`src/rtl/act_unit_vec.sv`:
```
// act_unit_vec: LANES-wide 2-stage FP activation (relu/leaky/clamp/pass) with valid/ready in (act_*) and out (act_out_*), frame last/done, async reset
module act_unit_vec #(
  parameter int LANES = 4,
  parameter int EXP_W = 8,
  parameter int MAN_W = 23,
  parameter int CNT_W = 16,
  localparam int DW = 1 + EXP_W + MAN_W
) (
  input  logic                  clock,
  input  logic                  reset,
  input  logic [1:0]            mode,
  input  logic [4:0]            leak_shift,
  input  logic [DW-1:0]         cap_value,
  input  logic [CNT_W-1:0]      frame_len,
  input  logic [LANES*DW-1:0]   act_in,
  input  logic                  act_valid,
  output logic                  act_ready,
  output logic [LANES*DW-1:0]   act_out,
  output logic                  act_out_valid,
  input  logic                  act_out_ready,
  output logic                  act_last,
  output logic                  act_done
);
  function automatic logic [DW-1:0] act_f(input logic [DW-1:0] x, input logic [1:0] md,
                                          input logic [4:0] sh, input logic [DW-1:0] cap);
    logic s, emax, nan, flush;
    logic [EXP_W-1:0] e;
    logic [MAN_W-1:0] m;
    logic [DW-1:0] leaky, clamp;
    s = x[DW-1];
    e = x[DW-2:MAN_W];
    m = x[MAN_W-1:0];
    emax = &e;
    nan = emax && m != '0;
    flush = 32'(e) <= 32'(sh);
    leaky = (!s || emax) ? x : flush ? '0 : {s, EXP_W'(32'(e) - 32'(sh)), m};
    clamp = s ? '0 : (x[DW-2:0] > cap[DW-2:0]) ? cap : x;
    return nan ? x : md == 2'd0 ? (s ? '0 : x) : md == 2'd1 ? leaky : md == 2'd2 ? clamp : x;
  endfunction
  logic en, in_hs, frame_active, last_tag, s1_valid, s1_last;
  logic [CNT_W-1:0] cnt, cfg_len, cur_len, in_len;
  logic [1:0] cfg_mode, cur_mode, s1_mode;
  logic [4:0] cfg_shift, cur_shift, s1_shift;
  logic [DW-1:0] cfg_cap, cur_cap, s1_cap;
  logic [LANES*DW-1:0] s1_data, result;
  assign en = !act_out_valid || act_out_ready;
  assign act_ready = en;
  assign in_hs = act_valid && en;
  assign in_len = (frame_len == '0) ? CNT_W'(1) : frame_len;
  // The first beat of a frame uses the live inputs; later beats use the latched copy.
  assign cur_mode = frame_active ? cfg_mode : mode;
  assign cur_shift = frame_active ? cfg_shift : leak_shift;
  assign cur_cap = frame_active ? cfg_cap : cap_value;
  assign cur_len = frame_active ? cfg_len : in_len;
  assign last_tag = cnt == cur_len - 1'b1;
  always_ff @(posedge clock or posedge reset)
    if (reset) begin
      frame_active <= 1'b0;
      cnt <= '0;
      cfg_mode <= '0;
      cfg_shift <= '0;
      cfg_cap <= '0;
      cfg_len <= CNT_W'(1);
    end else if (in_hs) begin
      cfg_mode <= cur_mode;
      cfg_shift <= cur_shift;
      cfg_cap <= cur_cap;
      cfg_len <= cur_len;
      cnt <= last_tag ? '0 : cnt + 1'b1;
      frame_active <= !last_tag;
    end
  for (genvar i = 0; i < LANES; i++) begin : g_lane
    assign result[i*DW +: DW] = act_f(s1_data[i*DW +: DW], s1_mode, s1_shift, s1_cap);
  end
  // S1 carries each beat with its own frame config so back-to-back frames never mix settings.
  always_ff @(posedge clock or posedge reset)
    if (reset) begin
      s1_valid <= 1'b0;
      s1_last <= 1'b0;
      s1_data <= '0;
      s1_mode <= '0;
      s1_shift <= '0;
      s1_cap <= '0;
      act_out_valid <= 1'b0;
      act_last <= 1'b0;
      act_out <= '0;
    end else if (en) begin
      s1_valid <= in_hs;
      s1_last <= in_hs && last_tag;
      s1_data <= act_in;
      s1_mode <= cur_mode;
      s1_shift <= cur_shift;
      s1_cap <= cur_cap;
      act_out_valid <= s1_valid;
      act_last <= s1_valid && s1_last;
      act_out <= s1_valid ? result : act_out;
    end
  always_ff @(posedge clock or posedge reset)
    if (reset) act_done <= 1'b0;
    else act_done <= act_out_valid && act_out_ready && act_last;
endmodule

```
`config.mk`:
```
export PLATFORM = sky130hd
export DESIGN_NAME = act_unit_vec
export DESIGN_NICKNAME = d
export VERILOG_FILES = /design/src/rtl/act_unit_vec.sv
export SDC_FILE = /design/constraint.sdc
export NUM_CORES = 2
export LEC_CHECK = 0
export CORE_MARGIN = 1
export CORE_UTILIZATION = 50
export CTS_CLUSTER_SIZE = 24
export DETAILED_ROUTE_END_ITERATION = 16
export PLACE_DENSITY = 0.73
export SYNTH_ARGS = -nofsm -noshare
export SYNTH_HDL_FRONTEND = slang
export SYNTH_SLANG_ARGS = --single-unit
```
`constraint.sdc`:
```
create_clock -name clock -period 29.3 [get_ports clock]
set_clock_uncertainty 0.1 [all_clocks]
set_input_delay 8.79 -clock clock [delete_from_list [all_inputs] [get_ports clock]]
set_output_delay 8.79 -clock clock [all_outputs]
set_load 0.01 [all_outputs]
```
==> impl_metrics.py <==
metrics = {
    "timing": {
        "hold_viol": 0,
        "fin_ws_ns": 9.29,
        "tns_ns": 0,
        "tightestPinTransition_ns": 1.35,
        "relSlewSlack_pct": 9.08,
        "fmax_ghz": 0.0500,
        "slew_viol_final": 0,
        "worst_hold_slack_ns": 0.371,
        "finalCritPeriodShare_pct": 68.3,
        "rsz0062_at_grt": "no",
        "setup_viol": 0,
        "period_minus_slack_ns": 20.01,
    },
    "job": {
        "drv_cap": 0,
    },
    "clock_tree": {
        "cts_buffers": 41,
        "postCtsSetupBuffers": 0,
        "cts.hold.buffers_added": 0,
        "cts.clk_slew.worst_paths_ns": 0.05,
        "clock_latency_ns": 0.58,
        "root_buffer": "clkbuf_16",
        "cts_tree": "done",
        "cts_resized": 0,
        "cts_sinks": 372,
        "htree_levels": 2,
        "cts_buffer_depth": 3,
    },
    "route": {
        "vias": 20700,
        "dr.max_layer_used": "met4",
        "wl_met2_um": 35100,
        "met1_length_um": 33300,
        "drtIter0Drc": 2228,
        "post_drt_wl_per_cell_um": 23.2,
        "routed_wl_um": 77600,
        "ant_nets": 0,
        "wl_met3_um": 5930,
        "drt_first_pass_iters": 6,
        "vias_per_cell": 6.19,
        "post-route-drc-count": 0,
    },
    "grt": {
        "grt_max_degree": 194,
        "grt_pass1_vias": 20200,
        "antenna_found_initial": 0,
        "grt-ovfl-total": 0,
        "grt_pass1_wl_um": 118000,
        "track_usage_pct": 34.2,
    },
    "pwr": {
        "power_w": 0.00213,
        "peakVddDrop_uv": 49.8,
        "leakagePower_nw": 12.6,
        "internal_power_w": 0.00134,
        "power_switching_w": 0.000793,
        "clock_power_share_pct": 26.9,
        "combinationalPowerShare_pct": 36.7,
        "p_per_area_nw_per_um2": 77.9,
        "p_sw_share_pct": 37.2,
        "pwr-share-seq_pct": 36.4,
    },
    "yosys": {
        "syn_inst": 2478,
        "synth_nets": 2815,
        "synth_edf_count": 0,
        "yosys-top-cells-area": "dfrtp_1 42%, nand2_1 8.7%, ha_1 8.2%, o21ai_0 3.9%, mux2i_1 3.4%",
        "syn_area_um2": 22200,
        "synth.largest_area_cell": "dfrtp_1",
        "synth_top_area_share_pct": 41.8,
        "async_reset_ff_share_pct": 100,
        "synthFlopType": "dfrtp_1",
        "yosysSeqAreaShare_pct": 41.9,
        "synth-seq-cells": 372,
        "ys_types": 79,
        "yosysWarnings": 0,
        "syn_area_per_cell_um2": 8.96,
    },
    "critical_path": {
        "cp.arrival_ns": 11.12,
        "path_delay_family": "buffers and inverters",
        "crit_slowest_cell": "clkdlybuf4s50_1",
        "cp.required_ns": 20.41,
        "worstSetupPathType": "input port to output port",
        "reg2regPathDepth": 9,
        "max_stage_delay_ns": 0.62,
        "start_kind": "input port",
        "worst-path-max-fanout": 193,
        "crit_top_cell": "clkdlybuf4s50_1",
        "critPathCaptureType": "output port",
        "crit_chain": "clkdlybuf4s50_1, nor2b_4, buf_12, inv_4, clkdlybuf4s50_1",
        "critPathBufInv": 4,
        "cp.depth": 5,
    },
    "floorplan": {
        "core_area_um2": 43500,
        "start_util_pct": 51.1,
        "io_pins": 319,
        "rows": 76,
        "die_h_um": 213,
        "dieArea_um2": 45300,
        "die_x_um": 213,
    },
    "placement": {
        "port-buffer-count": 318,
        "dpl.hpwl_um": 56100,
        "detailedPlace.worstSlack_ns": 9.23,
        "place_congestion": 0.968,
    },
    "cells_and_area": {
        "nets": 3069,
        "drive_above_1_share_pct": 7.09,
        "fillers": 3723,
        "syn2layout_area_growth_pct": 23.2,
        "n_antenna_cell": 0,
    },
    "min_path": {
        "min_path_cells": 2,
        "min-delay-path-class": "flip-flop to flip-flop",
    },
    "outcome": {
        "outcome": "finished, final reports clean",
    },
}
-- metal layers --
metal / track usage (%) / up-vias
li1: - / 9395
met1: 47.6 / 10300
met2: 53.0 / 922
met3: 5.00 / 153
met4: 15.2 / 0
met5: 0 / -
-- cells by family (layout without fill, tap and decap cells) --
kind of cell | count (synthesis) | after routing | synth area share [%]
AND/OR/NAND/NOR | 928 | 928 | 18.8
AO/OA/AOI/OAI | 631 | 631 | 18.5
flip-flops | 372 | 372 | 41.9
buffers and inverters | 206 | 491 | 3.56
adder cells (fa/ha/maj) | 153 | 153 | 8.72
multiplexers | 134 | 134 | 6.39
XOR/XNOR | 54 | 54 | 2.13
-- power groups by stage --
stage                     clock network, W  logic [W]  registers [W]
after floorplan                          0   0.000443       0.000742
after global placement                   0   0.000750       0.000774
after detailed placement                 0   0.000773       0.000776
after CTS                         0.000581   0.000778       0.000769
after global routing              0.000600   0.000856       0.000784
final                             0.000574   0.000781       0.000776
-- worst reg2reg max path, cell delays in order, from the launching register on --
cell and delay [ns]:
dfrtp_1 0.64, inv_1 0.26, ha_1 0.36, nand4_1 0.09, nor4_1 0.69, nand3_1 0.41
o21ai_1 0.66, o21ai_0 0.21, a31oi_2 1.05, a221o_1 0.33
-- cell usage after synthesis (12+ instances only) --
library cell	count
a211oi_1	14
a21o_1	56
a21oi_1	142
a221o_1	21
a221oi_1	33
a22o_1	27
a22oi_1	45
a31oi_1	15
and2_1	27
clkbuf_1	108
dfrtp_1	371
ha_1	146
inv_1	76
mux2_2	58
mux2i_1	75
nand2_1	514
nand3_1	49
nand4_1	40
nor2_1	133
nor2b_1	21
nor3_1	38
nor4_1	28
o21ai_0	173
o22ai_1	15
o31ai_1	12
or2_2	13
xnor2_1	35
xor2_1	19
-- placed cells by master, fill, tap and decap left out, types with 8 or more instances in the layout --
cell	instances
a211oi_1	13
a21o_1	56
a21oi_1	142
a221o_1	21
a221oi_1	33
a22o_1	27
a22oi_1	45
a31oi_1	14
and2_1	26
and3_1	11
buf_4	18
bufinv_16	8
clkbuf_16	42
clkdlybuf4s50_1	318
clkinv_2	8
dfrtp_1	370
ha_1	146
inv_1	75
mux2_2	58
mux2i_1	75
nand2_1	513
nand3_1	49
nand4_1	40
nor2_1	131
nor2_2	11
nor2b_1	20
nor3_1	38
nor4_1	27
o211ai_1	11
o21a_1	8
o21ai_0	173
o22ai_1	15
o31ai_1	11
or2_2	13
or3_1	11
xnor2_1	35
xor2_1	19
-- metrics by stage --
step / utilization, % / instance area (um^2) / std cells
after global routing: 63.0 / 27400 / 3348
after global placement: 59.6 / 25900 / 3274
after floorplan: - / 22200 / 2478
after detailed placement: 59.6 / 25900 / 3274
final: 63.0 / 27400 / 3348
after CTS: 63.0 / 27400 / 3348
-- area by class of cell --
type	count	area [um^2]	area share, %
well taps	585	732	2.67
multi-input cells	1900	12200	44.5
repair buffers	338	3360	12.3
clock inverters	22	348	1.27
flip-flops and latches	372	9310	34.0
inverters	79	307	1.12
clock buffers	52	1140	4.16
-- state kept, by name, summed over array words and instances (netlist names), 2 cells and up --
signal	cells
cfg_cap	32
s1_data	128
cnt	16
s1_shift	5
cfg_len	16
cfg_mode	2
s1_mode	2
act_out	128
s1_cap	32
cfg_shift	5
-- path summary, 6_finish.rpt --
path,from,end,slack [ns]
hold / removal,act_out[87],act_out[87],0.37
min in group asynchronous,reset,cnt[8],8.67
hold reg to reg,act_out[87],act_out[87],0.37
setup reg to reg,s1_cap[18],act_out[51],24.43
setup / recovery,act_out_ready,act_ready,9.29
max in group asynchronous,reset,act_out[116],18.79
Note: power is estimated with default switching activity, not from simulation.
